--- src/rtl/glb_strm_rd_initiator.sv ---
// Stream read initiator: issues strided read requests and buffers in-order responses in a credit-reserved FIFO.
// Optional GLB_STRM_RD_ERR_CHK_EN: flags responses that arrive with nothing in flight on err.
module glb_strm_rd_initiator #(
    parameter int ADDR_WIDTH = 19,
    parameter int DATA_WIDTH = 64,
    parameter int DEPTH      = 8,
    parameter int CNT_WIDTH  = 16
) (
    input  logic                  clk,
    input  logic                  reset,
    input  logic                  clk_en,
    input  logic [ADDR_WIDTH-1:0] cfg_start_addr,
    input  logic [ADDR_WIDTH-1:0] cfg_stride,
    input  logic [CNT_WIDTH-1:0]  cfg_num_words,
    input  logic                  start,
    output logic                  busy,
    output logic                  done,
    output logic                  rd_req_en,
    output logic [ADDR_WIDTH-1:0] rd_req_addr,
    input  logic                  rd_res_valid,
    input  logic [DATA_WIDTH-1:0] rd_res_data,
    output logic                  out_valid,
    output logic [DATA_WIDTH-1:0] out_data,
    input  logic                  out_ready,
    output logic                  err
);

    localparam int PW = $clog2(DEPTH);
    localparam int CW = PW + 1;
    localparam logic [CW-1:0] DEPTH_C = CW'(DEPTH);

    typedef enum logic [1:0] {IDLE, RUN, DRAIN, DONE} state_t;

    state_t                 state;
    logic [ADDR_WIDTH-1:0]  stride_q;
    logic [CNT_WIDTH-1:0]   num_q, issued, popped;
    logic [CNT_WIDTH-1:0]   issued_next, popped_next;
    logic [CW-1:0]          reserved, in_flight, res_next;
    logic                   req_q;
    logic                   iss, pop, acc, head_load, from_mem, bypass, mem_wr;

    logic [DATA_WIDTH-1:0]  mem [DEPTH];
    logic [PW-1:0]          wr_ptr, rd_ptr;
    logic [CW-1:0]          mem_cnt;

    // The request flop is masked by clk_en so a frozen cycle never presents a request.
    assign rd_req_en = req_q & clk_en;

    always_comb begin
        iss         = rd_req_en;
        pop         = clk_en & out_valid & out_ready;
        acc         = clk_en & rd_res_valid & (in_flight != '0);
        head_load   = ~out_valid | out_ready;
        from_mem    = head_load & (mem_cnt != '0);
        bypass      = head_load & (mem_cnt == '0) & acc;
        mem_wr      = acc & ~bypass;
        res_next    = reserved + CW'(iss) - CW'(pop);
        issued_next = issued + CNT_WIDTH'(iss);
        popped_next = popped + CNT_WIDTH'(pop);
    end

    always_ff @(posedge clk or posedge reset) begin
        if (reset) begin
            state       <= IDLE;
            stride_q    <= '0;
            num_q       <= '0;
            issued      <= '0;
            popped      <= '0;
            reserved    <= '0;
            in_flight   <= '0;
            req_q       <= 1'b0;
            rd_req_addr <= '0;
            busy        <= 1'b0;
            done        <= 1'b0;
        end else if (clk_en) begin
            reserved  <= res_next;
            in_flight <= in_flight + CW'(iss) - CW'(acc);
            case (state)
                IDLE: begin
                    req_q <= 1'b0;
                    if (start) begin
                        num_q       <= cfg_num_words;
                        stride_q    <= cfg_stride;
                        rd_req_addr <= cfg_start_addr;
                        issued      <= '0;
                        popped      <= '0;
                        if (cfg_num_words == '0) begin
                            state <= DONE;
                            done  <= 1'b1;
                        end else begin
                            state <= RUN;
                            busy  <= 1'b1;
                            req_q <= 1'b1;
                        end
                    end
                end
                RUN: begin
                    issued <= issued_next;
                    popped <= popped_next;
                    if (iss)
                        rd_req_addr <= rd_req_addr + stride_q;
                    req_q <= (issued_next < num_q) && (res_next < DEPTH_C);
                    if (issued_next == num_q)
                        state <= DRAIN;
                end
                DRAIN: begin
                    popped <= popped_next;
                    req_q  <= 1'b0;
                    if (popped_next == num_q) begin
                        state <= DONE;
                        busy  <= 1'b0;
                        done  <= 1'b1;
                    end
                end
                DONE: begin
                    done  <= 1'b0;
                    state <= IDLE;
                end
            endcase
        end
    end

    // Registered head in front of the storage array; an empty FIFO bypasses straight into the head.
    always_ff @(posedge clk or posedge reset) begin
        if (reset) begin
            out_valid <= 1'b0;
            out_data  <= '0;
            wr_ptr    <= '0;
            rd_ptr    <= '0;
            mem_cnt   <= '0;
        end else if (clk_en) begin
            if (mem_wr)
                wr_ptr <= wr_ptr + PW'(1);
            if (from_mem) begin
                out_data  <= mem[rd_ptr];
                out_valid <= 1'b1;
                rd_ptr    <= rd_ptr + PW'(1);
            end else if (bypass) begin
                out_data  <= rd_res_data;
                out_valid <= 1'b1;
            end else if (head_load) begin
                out_valid <= 1'b0;
            end
            mem_cnt <= mem_cnt + CW'(mem_wr) - CW'(from_mem);
        end
    end

    always_ff @(posedge clk) begin
        if (clk_en && mem_wr)
            mem[wr_ptr] <= rd_res_data;
    end

`ifdef GLB_STRM_RD_ERR_CHK_EN
    logic discard;
    assign discard = clk_en & rd_res_valid & (in_flight == '0);

    always_ff @(posedge clk or posedge reset) begin
        if (reset)
            err <= 1'b0;
        else if (clk_en) begin
            if (discard)
                err <= 1'b1;
            else if (state == IDLE && start)
                err <= 1'b0;
        end
    end
`else
    assign err = 1'b0;
`endif

endmodule

--- config.mk ---
export PLATFORM = sky130hd
export DESIGN_NAME = glb_strm_rd_initiator
export DESIGN_NICKNAME = d
export VERILOG_FILES = /design/src/rtl/glb_strm_rd_initiator.sv
export SDC_FILE = /design/constraint.sdc
export NUM_CORES = 1
export LEC_CHECK = 0
export CAP_MARGIN = 0
export CELL_PAD_IN_SITES_DETAIL_PLACEMENT = 1
export CELL_PAD_IN_SITES_GLOBAL_PLACEMENT = 2
export CORE_MARGIN = 5
export CORE_UTILIZATION = 43
export CTS_CLUSTER_DIAMETER = 40
export DETAILED_ROUTE_END_ITERATION = 8
export GPL_TIMING_DRIVEN = 1
export PLACE_DENSITY_LB_ADDON = 0.1
export SLEW_MARGIN = 15
export SYNTH_ARGS = -nofsm -noshare
export SYNTH_HDL_FRONTEND = slang
export SYNTH_SLANG_ARGS = --single-unit
--- constraint.sdc ---
create_clock -name clk -period 7.9 [get_ports clk]
set_input_delay 0.79 -clock clk [delete_from_list [all_inputs] [get_ports clk]]
set_output_delay 0.79 -clock clk [all_outputs]
set_load 0.02 [all_outputs]
# After elaboration in Yosys (flattened, before gate mapping)
# Memories as Yosys holds them, arrays and structs flattened.
# Cells that the tools add are included.
[word_totals]
register_bits = 174
ramBits = 512
inputBits = 124
out_inout_bits = 88
word_cells = 109
memories = 1
[memory_table]
columns = ["name", "words", "word_bits", "read_ports", "rd_clocked_by_memory_dff", "wr", "line", "source"]
rows = [
  ["mem", 8, 64, 1, 0, 1, "42", "logic [DATA_WIDTH-1:0] mem [DEPTH];"],
]
[op_classes]
n_addsub = 11
n_lt_le_gt_ge = 2
n_eq_ne = 11
mux = 29
n_bitwise = 12
n_reduce_logical = 27
[ops]
columns = ["op", "n"]
rows = [
  ["2-to-1 mux 64 bit", 2],
  ["case mux 16 bit (2 select lines)", 2],
  ["2-to-1 mux 19 bit", 2],
  ["case mux 19 bit (2 select lines)", 1],
  ["adder 16 x 1 -> 16 bit", 2],
  ["equality test 16 bit", 2],
  ["adder 19 bit", 1],
  ["zero test 16 bit", 1],
  ["< comparator 16 bit", 1],
  ["2-to-1 mux 16 bit", 1],
  ["2-to-1 mux 1 bit", 13],
  ["adder 4 x 1 -> 4 bit", 3],
  ["!= test 2 bit (second input constant)", 6],
  ["subtractor 4 x 1 -> 4 bit", 3],
  ["AND reduction 2 bit", 5],
  ["AND reduction 5 bit", 2],
  ["AND 1 bit", 9],
  ["AND reduction 3 bit", 3],
  ["nonzero test 3 bit", 3],
  ["2-to-1 mux 2 bit", 4],
  ["case mux 2 bit (4 select lines)", 1],
  ["AND reduction 4 bit", 2],
  ["nonzero test 2 bit", 4],
  ["nonzero test 4 bit", 2],
  ["other kinds (12)", 17],
]

# Logic depth before layout (Yosys ltp)
[depth]
ltp_word = 9
mapped_depth = 19
mapped_depth_nobuf = 16

# Least setup slack after synthesis
# Ideal clock, no wire load.
[synth_timing]
path_kind = "input-to-reg"
start = "input port clk_en"
end = "memory mem[2][0], enable pin"
t_arrival_ps = 6578
required_time_ps = 7322
slack_ps = 744
stages = 6
cell_sequence = "clkbuf_1 nand2_1 a31oi_1 a21boi_1 nand2b_1 nor3b_1"
[synth_via]
elab_chain_cells = 8
[synth_lines]
columns = ["element", "line", "source"]
rows = [
  ["start, declared", "11", "input logic clk_en,"],
  ["AND 1 bit (2 in series)", "52", "acc = clk_en & rd_res_valid & (in_flight != '0);"],
  ["AND 1 bit", "55", "bypass = head_load & (mem_cnt == '0) & acc;"],
  ["NOT 1 bit", "56", "mem_wr = acc & ~bypass;"],
  ["AND 1 bit", "56", ""],
  ["logical AND 1 bit (*)", "149", "if (clk_en && mem_wr)"],
  ["2-to-1 mux 1 bit (*)", "149", ""],
  ["2-to-1 mux 1 bit (not written as such) (*)", "150", "mem[wr_ptr] <= rd_res_data;"],
  ["end, declared", "42", ""],
]
# Every way passes the cells marked *; elsewhere a longest branch is shown, timed or not.

# Worst setup path after layout
[layout_timing]
start = "input port clk_en"
end = "register state[0]"
[layout_via]
elab_chain_cells = 6
word_cells_on_any_way = 10
[layout_lines]
columns = ["element", "line", "source"]
rows = [
  ["AND 1 bit (2 in series)", "51", "pop = clk_en & out_valid & out_ready;"],
  ["adder 16 x 1 -> 16 bit", "59", "popped_next = popped + CNT_WIDTH'(pop);"],
  ["equality test 16 bit", "109", "if (popped_next == num_q) begin"],
  ["!= test 2 bit (no line)", "-", ""],
  ["AND reduction 4 bit (no line) (*)", "-", ""],
  ["end signal, assigned", "64", "state <= IDLE;"],
  ["end signal, assigned", "110", "state <= DONE;"],
  ["end signal, assigned", "117", "state <= IDLE;"],
  ["end, declared", "34", "state_t state;"],
]
# Marked as above.
# A chain may end at the register's enable or synchronous reset.

==> qor.yml <==
status: "completed"
start_util_pct: 43.5
wire_per_inst_um: 23.1
cpMostUsedCell: "ha_1"
routed_via_density: 5.47
insertion_delay_ns: 0.66
yosysUniqueCellTypes: 66
htree_num_levels: 3
layout.cells.non_filler: 3123
dp_hpwl_um: 42900
ctsHoldBuffers: 0
clkSinkCount: 686
synthSimpleGateAreaFrac_pct: 6.24
drv_slew: 0
critPathMaxFanout: 36
place.gp.congestion: 0.770
cts_tree: "done"
dp.cells: 2904
fin_ws_ns: 3.48
pre_cts_ws_ns: 2.77
post_cts_buffers: 0
core.rowCount: 95
ys_seq_area_share_pct: 67.5
layout_common_cells: "edfxtp_1, nand2_1, clkdlybuf4s50_1, o21ai_0, dfrtp_1"
crit_cells: 17
ff_latch_area_mm2: 0.0197
dieWidth_um: 271
cp_slowest_stage_delay_ns: 0.46
track_usage_pct: 19.8
clock-root-buffer: "clkbuf_16"
drv_cap: 0
io_pins: 212
synth_top_family_by_area: "multiplexers"
reg2regPathDepth: 15
worstSetupPathType: "input port to flop"
syn_area_per_cell_um2: 15.5
num_vias: 17100
synth_nets: 2075
nNetsFinal: 2334
multiInputGateArea_mm2: 0.00897
hold_viol_final: 0
rsz0062_at_grt: "false"
worstMarginPinSlew_ns: 1.14
ys.flop_type: "edfxtp_1"
final.setup.tns_ns: 0
cp-end-kind: "flop"
io_buffers: 210
grt-ovfl-total: 0
leakage_uw: 0.0135
cp_cell_sequence: "clkdlybuf4s50_1 -> buf_4 -> and2_1 -> ha_1 -> ha_1 -> nand2_1 -> nor2_1 -> and2_1 -> and3_1 -> nand3_1 -> xnor2_1 -> ha_1 -> nand4_1 -> or2_2 -> nor4_1 -> o21ai_0 -> o32a_2"
die_y_um: 271
core_mm2: 0.0673
synth_xor_area_share_pct: 1.68
power.density_mw_per_mm2: 397
clkTransAtPathRegs_ns: 0.05
first_pass_iters: 7
finalInstanceArea_mm2: 0.0364
skew_ns: 0.0319
ir_drop_v: 0.000316
drc_errors: 0
grt_pass1_vias: 19200
die_area_mm2: 0.0733
numCtsBuffers: 115
worstSetupStartpointType: "input port"
ys_ff_latch: 686
nFillCells: 6301
setup_violations: 0
hp-class: "flop to flop"
grt_max_degree: 113
cts.path.max_buffers: 3
synthArstFlopShare_pct: 25.4
crit_path_top_delay_cell: "clkdlybuf4s50_1"
period_share_pct: 56.0
period_needed_ns: 4.42
netlist_instances: 1889
power.total_uw: 14500
place_area_mm2: 0.0323
grt_antenna_before_repair: 5
relSlewSlack_pct: 23.8
synthMuxAreaShare_pct: 14.0
grt_pass1_wl_um: 115000
synth_warnings: 0
syn_to_final_growth_pct: 24.6
synthAdderAreaFrac_pct: 2.76
totalWireLength_um: 72300
final_common_cell: "edfxtp_1"
drtIter0Drc: 892
path_buf_inv: 2
syn_area_mm2: 0.0292
synth_edf_count: 512
crit_family: "simple AND/OR/NAND/NOR gates"
antenna_left: 0
cp.arrival_ns: 4.95
hold_depth: 2
drive_gt1_share_pct: 18.6
synth_compound_area_share_pct: 5.74
required_ns: 8.43
cts_resized: 0
max_freq_mhz: 226
worst paths after layout:
path	slack, ns	endpoint	start
worst max register to register	4.08	state[0]	req_q
worst min register to register	0.48	out_data[23]	out_data[23]
max in group asynchronous	5.73	out_data[45]	reset
min in group asynchronous	0.73	issued[10]	reset
worst max-delay path	3.48	state[0]	clk_en
worst min-delay path	0.48	out_data[23]	out_data[23]
registers in the layout, summed over array words and instances, names as in the netlist, 3 cells and up:
name / cells
in_flight: 4
issued: 16
mem: 512
mem_cnt: 4
num_q: 16
out_data: 64
popped: 16
rd_ptr: 3
rd_req_addr: 19
reserved: 4
stride_q: 19
wr_ptr: 3
Yosys cell counts, drive strengths merged (37+ instances only):
library cell	number	share of area (%)
mux2i	78	2.7
a21oi	38	0.66
edfxtp	512	53
mux4	128	9.9
dfrtp	174	15
o21ai	182	3.1
nor2	37	0.47
clkbuf	61	0.78
inv	54	0.69
mux2	39	1.5
ha	58	2.5
nand2	231	3.0
per-stage QoR:
step	hold WS [ns]	utilization [%]
6_report	0.476	54.1
2_1_floorplan	0.464	-
3_5_place_dp	0.473	48.1
3_3_place_gp	0.463	48.1
4_1_cts	0.485	54.1
5_1_grt	0.502	54.1
kinds of logic after synthesis:
| group | count (synthesis) |
|---|---|
| flip-flops | 686 |
| adder cells (fa/ha/maj) | 62 |
| buffers and inverters | 151 |
| other | 1 |
| AND/OR/NAND/NOR | 394 |
| XOR/XNOR | 56 |
| AO/OA/AOI/OAI | 294 |
| multiplexers | 245 |
layer usage:
metal / GRT usage, % / vias to the layer above / part of all wire, %
met2: 34.7 / 310 / 51
met5: 0 / - / 0.039
met4: 4.97 / 6 / 2.2
met1: 25.7 / 8913 / 43
met3: 3.80 / 116 / 3.9
li1: - / 7747 / -
cell type report:
type / count / area share (%)
clock inverters: 83 / 2.81
repair buffers: 239 / 6.37
inverters: 54 / 0.577
diodes: 2 / 0.0137
clock buffers: 134 / 8.41
flip-flops and latches: 686 / 54.2
multi-input cells: 1052 / 24.6
well taps: 873 / 3.00
worst reg2reg max path, cell delays in order (launching register included):
cell     delay, ns
dfrtp_1       0.38
and2_1        0.24
ha_1          0.21
ha_1          0.21
nand2_1       0.07
nor2_1        0.28
and2_1        0.26
and3_1        0.25
nand3_1       0.11
xnor2_1       0.18
ha_1          0.32
nand4_1       0.07
or2_2         0.30
nor4_1        0.26
o21ai_0       0.17
o32a_2        0.38
where the power goes:
part           total [uW]  switching, uW  internal (uW)
Clock                5160           1800           3350
Combinational        4310           2310           2000
Sequential           4990            509           4480
No activity file was read; power rests on OpenSTA's default activity.
